`src/rtl/fetch_queue.sv`:
```
// rtl/fetch_queue.sv - instruction prefetch queue with redirect flush and stale-response discard
// Optional macro FETCH_BYPASS_EN: present a kept response on out_* in its arrival cycle when the queue is empty.
module fetch_queue #(
  parameter int              PC_W     = 7,
  parameter int              IW       = 32,
  parameter int              DEPTH    = 4,
  parameter logic [PC_W-1:0] PC_START = '0
) (
  input  logic            clk,
  input  logic            reset,
  output logic            mem_req_valid,
  input  logic            mem_req_ready,
  output logic [PC_W-1:0] mem_req_addr,
  input  logic            mem_resp_valid,
  input  logic [IW-1:0]   mem_resp_data,
  input  logic            redirect,
  input  logic [PC_W-1:0] redirect_pc,
  output logic            out_valid,
  input  logic            out_ready,
  output logic [IW-1:0]   out_inst,
  output logic [PC_W-1:0] out_pc,
  output logic [PC_W-1:0] out_pc_inc
);

  localparam int AW = $clog2(DEPTH);
  localparam int CW = AW + 1;
  localparam logic [CW:0] DEPTH_C = (CW+1)'(DEPTH);

  logic [PC_W-1:0] fetch_pc_q, fetch_pc_d;
  logic [CW-1:0]   inflight_q, inflight_d;
  logic [CW-1:0]   discard_q, discard_d;
  logic [CW-1:0]   head_q, head_d;
  logic [CW-1:0]   tail_q, tail_d;
  logic [IW-1:0]   inst_mem_q [DEPTH];
  logic [IW-1:0]   inst_mem_d [DEPTH];
  logic [PC_W-1:0] pc_mem_q   [DEPTH];
  logic [PC_W-1:0] pc_mem_d   [DEPTH];

  logic [CW-1:0]   count;
  logic [CW:0]     occ;
  logic            empty;
  logic            issue;
  logic            resp_take;
  logic            keep;
  logic            bypass;
  logic            push;
  logic            pop;
  logic [PC_W-1:0] resp_pc;

  always_comb begin
    count     = tail_q - head_q;
    empty     = (count == '0);
    occ       = {1'b0, count} + {1'b0, inflight_q};
    mem_req_valid = reset && !redirect && (occ < DEPTH_C);
    mem_req_addr  = fetch_pc_q;
    issue     = mem_req_valid && mem_req_ready;
    // Responses with nothing in flight belong to requests abandoned by reset.
    resp_take = mem_resp_valid && (inflight_q != '0);
    keep      = resp_take && (discard_q == '0) && !redirect;
    // Kept responses are the oldest of a contiguous run ending just below fetch_pc_q.
    resp_pc   = fetch_pc_q - PC_W'({inflight_q, 2'b00});
`ifdef FETCH_BYPASS_EN
    bypass    = keep && empty;
`else
    bypass    = 1'b0;
`endif
    pop       = !empty && out_ready;
    push      = keep && !(bypass && out_ready);

    if (bypass) begin
      out_valid = 1'b1;
      out_inst  = mem_resp_data;
      out_pc    = resp_pc;
    end else if (!empty) begin
      out_valid = 1'b1;
      out_inst  = inst_mem_q[head_q[AW-1:0]];
      out_pc    = pc_mem_q[head_q[AW-1:0]];
    end else begin
      out_valid = 1'b0;
      out_inst  = '0;
      out_pc    = '0;
    end
    out_pc_inc = out_valid ? (out_pc + PC_W'(4)) : '0;

    inflight_d = inflight_q + CW'(issue) - CW'(resp_take);
    inst_mem_d = inst_mem_q;
    pc_mem_d   = pc_mem_q;
    if (push) begin
      inst_mem_d[tail_q[AW-1:0]] = mem_resp_data;
      pc_mem_d[tail_q[AW-1:0]]   = resp_pc;
    end

    if (redirect) begin
      head_d     = '0;
      tail_d     = '0;
      discard_d  = inflight_d;
      fetch_pc_d = redirect_pc & ~PC_W'(3);
    end else begin
      head_d     = head_q + CW'(pop);
      tail_d     = tail_q + CW'(push);
      discard_d  = (resp_take && discard_q != '0) ? discard_q - CW'(1) : discard_q;
      fetch_pc_d = issue ? fetch_pc_q + PC_W'(4) : fetch_pc_q;
    end
  end

  always_ff @(posedge clk or negedge reset) begin
    if (!reset) begin
      fetch_pc_q <= PC_START;
      inflight_q <= '0;
      discard_q  <= '0;
      head_q     <= '0;
      tail_q     <= '0;
    end else begin
      fetch_pc_q <= fetch_pc_d;
      inflight_q <= inflight_d;
      discard_q  <= discard_d;
      head_q     <= head_d;
      tail_q     <= tail_d;
    end
  end

  // Payload storage needs no reset: out_* are gated by occupancy.
  always_ff @(posedge clk) begin
    inst_mem_q <= inst_mem_d;
    pc_mem_q   <= pc_mem_d;
  end

endmodule

```
`config.mk`:
```
export PLATFORM = sky130hd
export DESIGN_NAME = fetch_queue
export DESIGN_NICKNAME = d
export VERILOG_FILES = /design/src/rtl/fetch_queue.sv
export SDC_FILE = /design/constraint.sdc
export NUM_CORES = 1
export LEC_CHECK = 0
export ABC_CLOCK_PERIOD_IN_PS = 9200
export CAP_MARGIN = 25
export CORE_ASPECT_RATIO = 0.6
export CORE_MARGIN = 8
export CORE_UTILIZATION = 51
export CTS_CLUSTER_SIZE = 20
export DETAILED_ROUTE_END_ITERATION = 8
export PLACE_DENSITY = 0.76
export SLEW_MARGIN = 10
export SYNTH_ARGS = -nofsm -noshare
export SYNTH_HDL_FRONTEND = slang
export SYNTH_SLANG_ARGS = --single-unit
```
`constraint.sdc`:
```
create_clock -name clk -period 9.2 [get_ports clk]
set_input_delay 1.84 -clock clk [delete_from_list [all_inputs] [get_ports clk]]
set_output_delay 1.84 -clock clk [all_outputs]
set_load 0.05 [all_outputs]
```
# == After elaboration in Yosys (flattened, before gate mapping) ==
# Index checks and enable logic that the tools add are counted.
# totals
regBits,175
output_inout_bits,55
wordCells,68
inputBits,45
# classes
bitwise,2
mux,22
order_cmp,4
n_reduce_logical,17
addsub,10
# ops
op,n
bitwise mux 128 bit,1
2-to-1 mux 32 bit,4
binary-select mux 32 bit (select 2 bit),1
demux 32 bit (select 2 bit),1
2-to-1 mux 7 bit,7
bitwise mux 28 bit,1
"adder 7 x 3 -> 7 bit, second input constant",2
binary-select mux 7 bit (select 2 bit),1
demux 7 bit (select 2 bit),1
2-to-1 mux 3 bit,4
adder 3 x 1 -> 3 bit,3
logical AND 1 bit,9
subtractor 7 x 5 -> 7 bit,1
">= comparator 3 bit, second input constant",2
zero test 3 bit,2
inverter 2 -> 3 bit,2
nonzero test 3 bit,2
adder 3 x 3 -> 4 bit,1
"less-than comparator 4 x 3 -> 1 bit, second input constant",1
nonzero test 2 bit,2
"less-than comparator 3 x 1 -> 1 bit, second input constant",1
subtractor 3 x 1 -> 3 bit,1
"subtractor 3 x 1 -> 3 bit, second input constant",1
subtractor 3 bit,1
other kinds (2),3

# == Logic depth before layout (Yosys ltp) ==
# Gate-level depths: netlist (run 1).
# logic_depth
depth_word,8
depth_mapped,17
depth_no_buf,17

# == Least setup slack after synthesis (run 1) ==
# Ideal clock, no wire load.
# synth_path
kind,input to register
startpoint,in mem_resp_valid
endpoint,"reg inst_mem_q[100] (netlist bit), enable pin"
cell_stages,3
path_slack_ps,3492
setup_time_ps,486
path_buffers,0
t_arrival_ps,5222
required_ps,8714
path_cell_list,o31ai_1 nor4b_1 nor3b_1
# synth_via
elab_chain_cells,3
# synth_lines
item,line_no,rtl
start: declaration,14,"input logic mem_resp_valid,"
logical AND 1 bit,58,resp_take = mem_resp_valid && (inflight_q != '0);
logical AND 1 bit (2 in series),59,keep = resp_take && (discard_q == '0) && !redirect;
end signal: assignment,124,inst_mem_q <= inst_mem_d;
end: declaration,34,logic [IW-1:0] inst_mem_q [DEPTH];
# Every way passes these cells.
# A chain may end at the register's enable or synchronous reset.

# == Worst setup path in the final report (run 1) ==
# layout_path
startpoint,reg head_q[1]
endpoint,out out_pc_inc[6]
# layout_via
elab_chain_cells,7
word_cells_on_any_way,9
cone_classes,2 x add/sub; 5 x mux; 1 x bitwise; 1 x reduce/logical
# layout_lines
item,line_no,rtl
start: declaration,32,"logic [CW-1:0] head_q, head_d;"
start signal: assignment,111,head_q <= '0;
start signal: assignment,117,head_q <= head_d;
branches (longest 6 deep; another with adder 7 x 3 -> 7 bit),-,
2-to-1 mux 7 bit *,83,out_pc_inc = out_valid ? (out_pc + PC_W'(4)) : '0;
end: declaration,22,output logic [PC_W-1:0] out_pc_inc
# Every way passes the cells marked *. The select of a mux whose other input is x is not followed.

==> flow_summary.yaml, run 1 <==
route:
  routedWlPerCell_um: 20.10
  drt-initial-drc-count: 200
  via_per_inst: 5.321
  dr.pass1.iters: 5
  vias: 3517
  route.detailed.drc: 0
  ant_nets: 0
  routed_wl_um: 13280
floorplan:
  coreArea_mm2: 0.01346
  die_h_um: 106.2
  core.rowCount: 33
  start_util_pct: 51.37
  ios: 100
  die_x_um: 166.3
  dieArea_mm2: 0.01766
synthesis:
  synth_top_area_share_pct: 64.28
  synth-seq-cells: 165
  synth_edf_count: 148
  synth_area_leaders: "edfxtp_1 (64%), mux4_2 (12%), dfrtp_1 (6.2%)"
  yosysTopAreaCell: "edfxtp_1"
  ys_async_sr_fraction_pct: 10.30
  ys.flop_type: "edfxtp_1"
  syn_area_per_cell_um2: 18.59
  synthMostInstantiatedCell: "edfxtp_1"
  synth.distinct_cells: 36
  syn_area_mm2: 0.006914
  syn_inst: 372
  yosys_warnings: 0
  netlist_top_cells_count: "edfxtp_1 (148), mux4_2 (37), nor2b_1 (33)"
  seq_area_frac_synth_pct: 70.43
hold_path:
  hp-start: "discard_q[0]$_DFFE_PN0P_"
  hold_depth: 2
  min-delay-path-class: "flop to flop"
  min_to: "discard_q[0]$_DFFE_PN0P_"
run_status:
  status: "finished, final reports clean"
grt:
  grt_usage_pct: 15.89
  grt_pass1_vias: 3902
  antenna_found_initial: 0
  grt_pass1_wl_um: 21480
  gr-total-overflow: 0
  grt_start_max_net_pins: 40
timing:
  slew_violations: 0
  hold_viol: 0
  finalCritPeriodShare_pct: 68.74
  slew_headroom_pct: 33.57
  rsz0062_at_grt: "false"
  final.setup.tns_ns: 0
  clock_skew_ns: 0.01221
  setup_viol: 0
  min_period_ns: 6.324
  tightest_slew_ns: 0.9965
  max_freq_mhz: 158.1
clock_network:
  ctsResizeCount: 0
  cts_buffers: 17
  root_buffer: "clkbuf_16"
  clk_path_buf_depth: 2
  cts.sink_count: 165
  h-tree-depth: 4
  post_cts_buffers: 0
  cts_hold_buf: 0
  cts_tree: "yes"
  clkTransAtPathRegs_ns: 0.07
  clk_latency_ns: 0.42
placed_design:
  io_buffers: 91
  place_inst: 628
  place_hpwl_um: 8167
  gp_congestion: 0.7709
setup_path:
  worstPathArrival_ns: 4.48
  r2r_setup_slack_ns: 4.48
  r2r-start: "head_q[1]$_DFF_PN0_"
  crit_fanout: 39
  start_kind: "flop"
  end_kind: "primary output"
  cp.required_ns: 7.36
  r2r-end: "discard_q[2]$_DFFE_PN0P_"
  r2r_cells: 15
  crit_type: "flop to primary output"
finish:
  diodes: 0
  finalNonFillerCells: 661
  areaGrowthSynthToFinish_pct: 24.30
  postLayoutCoreUtil_pct: 63.85
  final_nets: 537
  drive_gt1_share_pct: 19.75
flow_run:
  cap_violations: 0
area by class of cell:
cell class	count	area, um^2
clock buffers	17	425.4
clock inverters	15	152.6
fillers	960	4866
inverters	17	63.81
multi-input cells	175	1893
flip-flops and latches	165	4872
well taps	175	219.0
repair buffers	97	968.4
routing by layer:
layer / wire (um) / track usage, %
met2: 6450 / 26.29
met5: 0 / 0
met4: 197 / 6.206
met1: 5793 / 19.96
met3: 843 / 4.329
state kept, by name, indices dropped and copies added (netlist names):
register,count
discard_q,3
head_q,3
inflight_q,3
inst_mem_q,128
mem_req_addr,5
pc_mem_q,20
tail_q,3
how the worst max path moves through the flow:
stage               slack (ns)                   endpoint                 from
finish                    2.88              out_pc_inc[6]  head_q[1]$_DFF_PN0_
global route              2.66              out_pc_inc[6]  head_q[1]$_DFF_PN0_
CTS                       2.76              out_pc_inc[6]  head_q[1]$_DFF_PN0_
detailed placement        2.95              mem_req_valid             redirect
global placement          3.02              mem_req_valid             redirect
floorplan                 3.49  inst_mem_q[100]$_DFFE_PP_       mem_resp_valid
per-stage QoR:
stage / setup WS, ns / hold WS (ns) / instance area [um^2]
2_1_floorplan: 3.492 / 0.5279 / 6933
3_3_place_gp: 3.015 / 0.5482 / 7996
3_5_place_dp: 2.948 / 0.5734 / 7996
4_1_cts: 2.759 / 0.5893 / 8574
5_1_grt: 2.656 / 0.6170 / 8594
6_report: 2.876 / 0.5839 / 8594
kinds of logic after synthesis:
logic type	share of synthesized area, %
buf+inv	2.769
simple gates	7.474
compound gates	1.267
other cells	0.05424
xor+xnor	2.027
mux	12.21
flops	70.43
fa+ha+maj	3.764
cell usage in the layout, fill, tap and decap left out, drive strengths merged, types with 7 or more instances in the layout:
master	Yosys	layout
nor2b	42	42
nor2	8	8
edfxtp	148	148
ha	16	16
clkbuf	7	17
xor2	7	7
nand2	8	8
xnor2	9	9
dfrtp	17	17
clkdlybuf4s50	0	91
mux4	37	37
inv	17	22
worst max-delay path, cell delays in order, from the launching register on:
cell	delay [ns]
dfrtp_2	1.02
inv_1	0.19
fa_1	0.48
xor2_1	0.16
xnor2_1	0.30
nor3b_4	0.09
buf_4	0.25
nor2b_1	0.22
ha_1	0.21
nand3_1	0.09
xor2_1	0.15
nor2_1	0.08
clkdlybuf4s50_1	0.81
Power of run 1 is left out: the tool's default activity adds up to more than one toggle a clock period on the data nets, which glitch-free logic cannot reach.
==> run 2, diff against run 1 <==
Settings changed: ABC_CLOCK_PERIOD_IN_PS 9200 to 5200, CORE_UTILIZATION 51 to 49.
Clock period 9.2 ns to 5.2 ns, I/O delays scaled along.
==> run 2 against run 1 <==
  * Routed wire length about the same
  * Flip-flop and latch count unchanged
  * Die area up 3.6%
  * First-iteration DRC count down 9.5%
  * Via count up 1.2%
  * Sequential share of layout area down 0.43 points
  * Critical endpoint is now mem_req_valid
  * Register-to-register slack worse by 3.3 ns
  * Largest cell class unchanged
  * Critical path depth down 2
==> flow_summary.yaml, run 2 (same netlist as run 1, synthesis figures left out) <==
run_status:
  status: "finished, final reports clean"
setup_path:
  end_kind: "primary output"
  r2r-start: "tail_q[0]$_DFF_PN0_"
  cp.required_ns: 4.16
  crit_type: "flop to primary output"
  cp_slowest_stage_delay_ns: 0.81
  critical_path.cell_chain: "inv_1, ha_1, inv_1, fa_1, xor2_1, xnor2_1, ha_1, nor4_2, and3_1, clkdlybuf4s50_1"
  r2r-end: "discard_q[2]$_DFFE_PN0P_"
  critPathBufInv: 3
  r2r_setup_slack_ns: 1.15
  start_kind: "flop"
  r2r_cells: 17
  crit_fanout: 5
  startpoint: "tail_q[0]$_DFF_PN0_"
  crit_slowest_cell: "clkdlybuf4s50_1"
  cp_top_family: "buffers and inverters"
  worstPathArrival_ns: 3.71
  critPathCapture: "mem_req_valid"
  crit_cells: 10
route:
  route.detailed.drc: 0
  ant_nets: 0
  drt-initial-drc-count: 181
  via_per_inst: 5.235
  dr.pass1.iters: 4
  vias: 3560
  routed_wl_um: 13290
  routedWlPerCell_um: 19.54
clock_network:
  clkTransAtPathRegs_ns: 0.07
  clk_path_buf_depth: 2
  h-tree-depth: 4
  post_cts_buffers: 0
  cts_tree: "yes"
  cts_buffers: 17
  cts_hold_buf: 0
  ctsResizeCount: 0
  root_buffer: "clkbuf_16"
  clk_latency_ns: 0.41
  cts.sink_count: 165
timing:
  hold_viol: 0
  setup_viol: 0
  min_period_ns: 4.748
  slew_headroom_pct: 33.20
  clock_skew_ns: 0.01082
  final.setup.tns_ns: 0
  hold_slack_ns: 0.5858
  slew_violations: 0
  tightest_slew_ns: 1.002
  rsz0062_at_grt: "false"
  finalCritPeriodShare_pct: 91.31
  max_freq_mhz: 210.6
flow_run:
  cap_violations: 0
grt:
  grt_start_max_net_pins: 39
  grt_pass1_vias: 3844
  antenna_found_initial: 0
  grt_usage_pct: 15.37
  grt_pass1_wl_um: 21250
  gr-total-overflow: 0
floorplan:
  ios: 100
  start_util_pct: 50.44
  die_x_um: 169.4
  core.rowCount: 33
  dieArea_mm2: 0.01829
  coreArea_mm2: 0.01371
  die_h_um: 108.0
finish:
  largest_register: "inst_mem_q"
  multi_input_area_mm2: 0.001893
  mostFrequentLayoutCells: "edfxtp_1 (148), clkdlybuf4s50_1 (88), mux4_2 (37)"
  diodes: 0
  drive_gt1_share_pct: 20.49
  postLayoutCoreUtil_pct: 63.17
  seq_area_mm2: 0.004872
  final_common_cell: "edfxtp_1"
  final_nets: 539
  largest_register_ffs: 128
  fillers: 1001
  areaGrowthSynthToFinish_pct: 25.24
  final_area_mm2: 0.008660
placed_design:
  postPlaceCellArea_mm2: 0.008058
  gp_congestion: 0.7787
  place_hpwl_um: 8391
  io_buffers: 91
hold_path:
  min-delay-path-class: "flop to flop"
  hold_depth: 2
-- run 2: cell count changes in the layout (fill, tap and decap cells not counted), sizes merged --
cell	previous run	this run
clkinvlp	4	1
bufinv	2	3
clkbuf	17	18
clkdlybuf4s50	91	88
inv	22	23
buf	6	11
-- run 2: worst min path at each step --
stage	startpoint	end
finish	discard_q[0]$_DFFE_PN0P_	discard_q[0]$_DFFE_PN0P_
global route	discard_q[0]$_DFFE_PN0P_	discard_q[0]$_DFFE_PN0P_
CTS	tail_q[2]$_DFF_PN0_	tail_q[2]$_DFF_PN0_
detailed placement	tail_q[2]$_DFF_PN0_	tail_q[2]$_DFF_PN0_
global placement	tail_q[2]$_DFF_PN0_	tail_q[2]$_DFF_PN0_
floorplan	tail_q[2]$_DFF_PN0_	tail_q[2]$_DFF_PN0_
-- run 2: area by class of cell --
cell class,instances,share of cell area [%]
multi-input combinational,175,21.86
timing repair buffer,99,11.41
sequential,165,56.26
clock buffer,18,4.956
tap,192,2.774
clock inverter,14,1.994
inverter,17,0.7369
-- run 2: worst register-to-register path, stage by stage, from the launching register on --
cell and delay [ns]:
dfrtp_1 0.43, inv_1 0.10, ha_1 0.14, inv_1 0.05, fa_1 0.38, xor2_1 0.16
xnor2_1 0.30, ha_1 0.31, nor4_2 0.36, nand4_1 0.28, ha_1 0.35, inv_1 0.04
ha_1 0.19, fa_1 0.39, xnor2_1 0.18, xnor2_1 0.17, nand2_1 0.08, o21ai_0 0.08
-- run 2: routing by layer --
metal / wire length [um] / track usage (%) / up-vias
li1: - / - / 1626
met1: 6280 / 20.87 / 1846
met2: 6278 / 24.57 / 79
met3: 622 / 3.419 / 9
met4: 106 / 5.091 / 0
met5: 0 / 0 / -
-- run 2: per-stage QoR --
stage,setup slack [ns],std cells
after floorplan,0.2918,377
after global placement,0.9680,648
after detailed placement,0.8733,648
after CTS,0.4283,680
after global routing,0.2343,680
final,0.4519,680
Power of run 2 is left out for the same reason.
